===== src/rtl/frl_ckpt_ctrl.sv =====
// frl_ckpt_ctrl: age-ordered branch checkpoints of the FRL read pointer with mispredict rollback
module frl_ckpt_ctrl #(
  parameter int PTR_WIDTH = 6,
  parameter int NUM_CKPT  = 4,
  parameter int TAG_WIDTH = 2
) (
  input  logic                 clk,
  input  logic                 reset,
  input  logic                 ckpt_req,
  input  logic [PTR_WIDTH-1:0] frl_r_ptr,
  output logic                 ckpt_grant,
  output logic [TAG_WIDTH-1:0] ckpt_tag,
  output logic                 ckpt_full,
  input  logic                 br_valid,
  input  logic [TAG_WIDTH-1:0] br_tag,
  input  logic                 br_mispredict,
  output logic                 change_r_ptr_en,
  output logic [PTR_WIDTH-1:0] change_r_ptr_value,
  output logic [NUM_CKPT-1:0]  flush_mask,
  output logic                 resolve_err
);
  logic [PTR_WIDTH-1:0] r_ptr_mem [NUM_CKPT];
  logic [NUM_CKPT-1:0]  r_live, w_live_nxt, w_mask, w_tag_oh, w_new_oh;
  logic [TAG_WIDTH:0]   r_head, r_tail, w_count, w_tail_nxt;
  logic [TAG_WIDTH-1:0] w_hidx, w_off;
  logic                 w_hit, w_err, w_mis, w_ok, w_ret;

  assign w_hidx     = r_head[TAG_WIDTH-1:0];
  assign w_count    = r_tail - r_head;
  assign w_off      = br_tag - w_hidx;
  assign w_tag_oh   = NUM_CKPT'(1) << br_tag;
  assign w_new_oh   = NUM_CKPT'(1) << ckpt_tag;
  assign w_hit      = r_live[br_tag] && ({1'b0, w_off} < w_count);
  assign w_err      = br_valid & ~w_hit;
  assign w_mis      = br_valid & br_mispredict & w_hit;
  assign w_ok       = br_valid & ~br_mispredict & w_hit;
  assign w_ret      = (w_count != '0) && !r_live[w_hidx];
  assign ckpt_full  = w_count[TAG_WIDTH];
  assign ckpt_tag   = r_tail[TAG_WIDTH-1:0];
  assign ckpt_grant = ckpt_req & ~ckpt_full & ~w_mis;

  // An entry is squashed when its age offset from head is at or beyond the mispredicted tag's
  for (genvar i = 0; i < NUM_CKPT; i++) begin : g_mask
    logic [TAG_WIDTH-1:0] w_oi;
    assign w_oi      = TAG_WIDTH'(i) - w_hidx;
    assign w_mask[i] = (w_oi >= w_off) && ({1'b0, w_oi} < w_count);
  end

  assign w_tail_nxt = w_mis ? r_head + {1'b0, w_off} : r_tail + (TAG_WIDTH+1)'(ckpt_grant);
  assign w_live_nxt = (r_live & ~(w_mis ? w_mask : '0) & ~(w_ok ? w_tag_oh : '0))
                    | (ckpt_grant ? w_new_oh : '0);

  always_ff @(posedge clk or posedge reset) begin
    if (reset) begin
      r_head             <= '0;
      r_tail             <= '0;
      r_live             <= '0;
      change_r_ptr_en    <= 1'b0;
      change_r_ptr_value <= '0;
      flush_mask         <= '0;
      resolve_err        <= 1'b0;
    end else begin
      r_head          <= r_head + (TAG_WIDTH+1)'(w_ret);
      r_tail          <= w_tail_nxt;
      r_live          <= w_live_nxt;
      change_r_ptr_en <= w_mis;
      if (w_mis) change_r_ptr_value <= r_ptr_mem[br_tag];
      flush_mask      <= w_mis ? w_mask : '0;
      resolve_err     <= w_err;
    end
  end

  always_ff @(posedge clk) begin
    if (ckpt_grant) r_ptr_mem[ckpt_tag] <= frl_r_ptr;
  end
endmodule


===== config.mk =====
export PLATFORM = sky130hd
export DESIGN_NAME = frl_ckpt_ctrl
export DESIGN_NICKNAME = d
export VERILOG_FILES = /design/src/rtl/frl_ckpt_ctrl.sv
export SDC_FILE = /design/constraint.sdc
export NUM_CORES = 1
export LEC_CHECK = 0
export CAP_MARGIN = 20
export CELL_PAD_IN_SITES_DETAIL_PLACEMENT = 2
export CELL_PAD_IN_SITES_GLOBAL_PLACEMENT = 2
export CORE_AREA = 2 2 77 79
export DETAILED_ROUTE_END_ITERATION = 10
export DIE_AREA = 0 0 79 81
export DONT_BUFFER_PORTS = 1
export GPL_ROUTABILITY_DRIVEN = 0
export GPL_TIMING_DRIVEN = 0
export PLACE_DENSITY_LB_ADDON = 0.15
export SYNTH_ARGS = -nofsm -noshare
export SYNTH_HDL_FRONTEND = slang
export SYNTH_SLANG_ARGS = --single-unit

===== constraint.sdc =====
create_clock -name clk -period 4.4 [get_ports clk]
set_clock_uncertainty 0.15 [all_clocks]
set_input_delay 0.66 -clock clk [delete_from_list [all_inputs] [get_ports clk]]
set_output_delay 0.66 -clock clk [all_outputs]
set_load 0.01 [all_outputs]

==> metrics.cfg <==
[clocking]
root_buffer=clkbuf_8
cts_tree=built
cts_buffers=5
cts.sinks=46
insertion_delay_ns=0.30
clk_pin_slew_worst_paths_ns=0.09
cts.path.max_buffers=2
hold_buffers=0
ctsHtreeMaxLevel=2

[route]
wl_per_cell_um=21.8
dr.pass1.iters=4
first_iter_violations=60
vias=1393
drtAntennaViolNets=0
vias_per_cell=5.59
wl_um=5420
drc_errors=0

[layout]
nets=206
final_cells=249
n_antenna_cell=0
drive_above_1_share_pct=20.1
syn2layout_area_growth_pct=7.89

[placement]
pre_cts_ws_ns=-0.496
place.port_buffers=0
hpwl_um=4060
dpl.cell_count=242

[job]
maxCapViolations=0

[timing]
fmax_mhz=247
hold_ws_ns=0.284
slew_violations=0
setup_viol=0
fin_crit_sh_pct=91.9
relSlewSlack_pct=41.1
timing.final.ws_setup_ns=0.357
hold_viol=0
rsz0062_at_grt=no
period_minus_slack_ns=4.04
tightestPinTransition_ns=0.883

[global_routing]
grt.overflow.total=0
grt_pass1_wl_um=8660
grt_max_degree=23
track_usage_pct=18.8
antenna_found_initial=0
first_global_vias=1554

[critical_path]
endpoint_kind=output pin
critPathKind=input pin to output pin
arrival_ns=3.23
critPathLaunchType=input pin
cp.required_ns=3.59
r2r.worst_path.cells=13
crit_path_start=br_tag[0]
crit_path_end=ckpt_grant
cp_max_fo=16
timing.rr.start=r_tail[0]$_DFF_PP0_
rrSetupSlack_ns=0.50
reg2reg_to=r_tail[1]$_DFF_PP0_

[yosys]
ys_seq_area_share_pct=53.4
synthArstFlopShare_pct=47.8
ys_top_cells_by_count=edfxtp_1 (24), dfrtp_1 (22), inv_1 (17)
synth_xor_area_share_pct=2.89
yosysWarnings=0
synth_cell_types=40
synth_top_family_by_area=multiplexers
synth.avg_cell_area_um2=14.3
syn_inst=166
synth_compound_area_share_pct=10.3
ys_ff_latch=46
synth_simple_gate_area_share_pct=4.47
synth_edf_count=24
synthTopCellsByArea=edfxtp_1 (30%), dfrtp_1 (23%), ha_1 (8.4%)
synth_top_flop_cell=edfxtp_1
syn_nets=199
synth_most_common_cell=edfxtp_1
synth_top_cell_by_area=edfxtp_1
synth_area_um2=2380
synthAdderAreaFrac_pct=11.8
yosysTopAreaCellShare_pct=30.3
synthMuxAreaShare_pct=12.8

[worst_hold_path]
hold_path_class=input pin to async pin

[floorplanning]
initial_core_util_pct=41.9
core_area_um2=5680
rows=28
die_width_um=79
io_pins=29
die_h_um=81
die-area_um2=6400

[run_status]
outcome=completed

[cell families (layout without fill, tap and decap cells)]
logic type | after synthesis | in the layout
multiplexers | 18 | 18
adder cells (fa/ha/maj) | 20 | 20
flip-flops | 46 | 46
XOR/XNOR | 6 | 6
AO/OA/AOI/OAI | 29 | 29
buffers and inverters | 24 | 32
AND/OR/NAND/NOR | 23 | 23
[state kept, by name, indices dropped and copies added (netlist names)]
name,count
r_ptr_mem,24
change_r_ptr_value,6
flush_mask,4
r_live,4
r_head,3
r_tail,3
change_r_ptr_en,1
resolve_err,1
[worst max-delay path, cell delays in order]
cell and delay [ns]:
clkbuf_4 0.26, inv_1 0.11, ha_1 0.28, fa_1 0.57, inv_1 0.14, ha_1 0.41, a21oi_2 0.39, o21ai_4 0.11
inv_4 0.17, nor2_1 0.12
[metrics by stage]
stage / cell area (um2) / util, % / TNS, ns
global placement: 2470 / 43.6 / -4.26
floorplan: 2380 / - / 0
detailed placement: 2480 / 43.7 / -3.73
global route: 2570 / 45.2 / 0
finish: 2570 / 45.2 / 0
CTS: 2560 / 45.2 / 0
[how the worst min path moves through the flow]
stage                              from                   endpoint  slack [ns]  cells past startpoint
finish                            reset        r_head[1]$_DFF_PP0_        0.28                      1
global route               frl_r_ptr[5]  r_ptr_mem[2][5]$_DFFE_PP_        0.29                      0
CTS                        frl_r_ptr[5]  r_ptr_mem[2][5]$_DFFE_PP_        0.30                      0
detailed placement  r_head[2]$_DFF_PP0_        r_head[2]$_DFF_PP0_        0.37                      1
global placement    r_head[2]$_DFF_PP0_        r_head[2]$_DFF_PP0_        0.36                      1
floorplan           r_head[2]$_DFF_PP0_        r_head[2]$_DFF_PP0_        0.33                      1
[final cells by class]
| type | instances | area (um2) |
|---|---|---|
| fillers | 577 | 3110 |
| inverters | 19 | 76.3 |
| flip-flops and latches | 46 | 1270 |
| repair buffers | 1 | 5.00 |
| clock inverters | 2 | 13.8 |
| well taps | 75 | 93.8 |
| multi-input cells | 96 | 1010 |
| plain buffers | 4 | 26.3 |
| clock buffers | 6 | 72.6 |
[per-layer routing]
layer  track usage, %  vias to the layer above  wire length, um
met5                0                        -                0
met4             4.48                        0               85
met3             5.44                        8              269
met2             30.3                       36             2600
met1             25.3                      724             2470
li1                 -                      625                -
[cell usage in the layout, fill, tap and decap left out, drive strengths merged, types with 4 or more instances in the layout]
master	Yosys	layout
mux4	7	7
nand2	8	8
a2111oi	6	6
ha	16	16
nor2	7	7
fa	4	4
edfxtp	24	24
mux2	8	8
clkbuf	1	8
inv	19	19
dfrtp	22	22
[repair_timing]
| action | CTS | global route |
|---|---|---|
| resized for setup | 1 | 1 |
| buffers inserted | 0 | 0 |
| gates cloned | 0 | 0 |
| endpoints found under the setup margin | 4 | 1 |
Power is left out: the tool's default activity adds up to more than one toggle a clock period on the data nets, which glitch-free logic cannot reach.
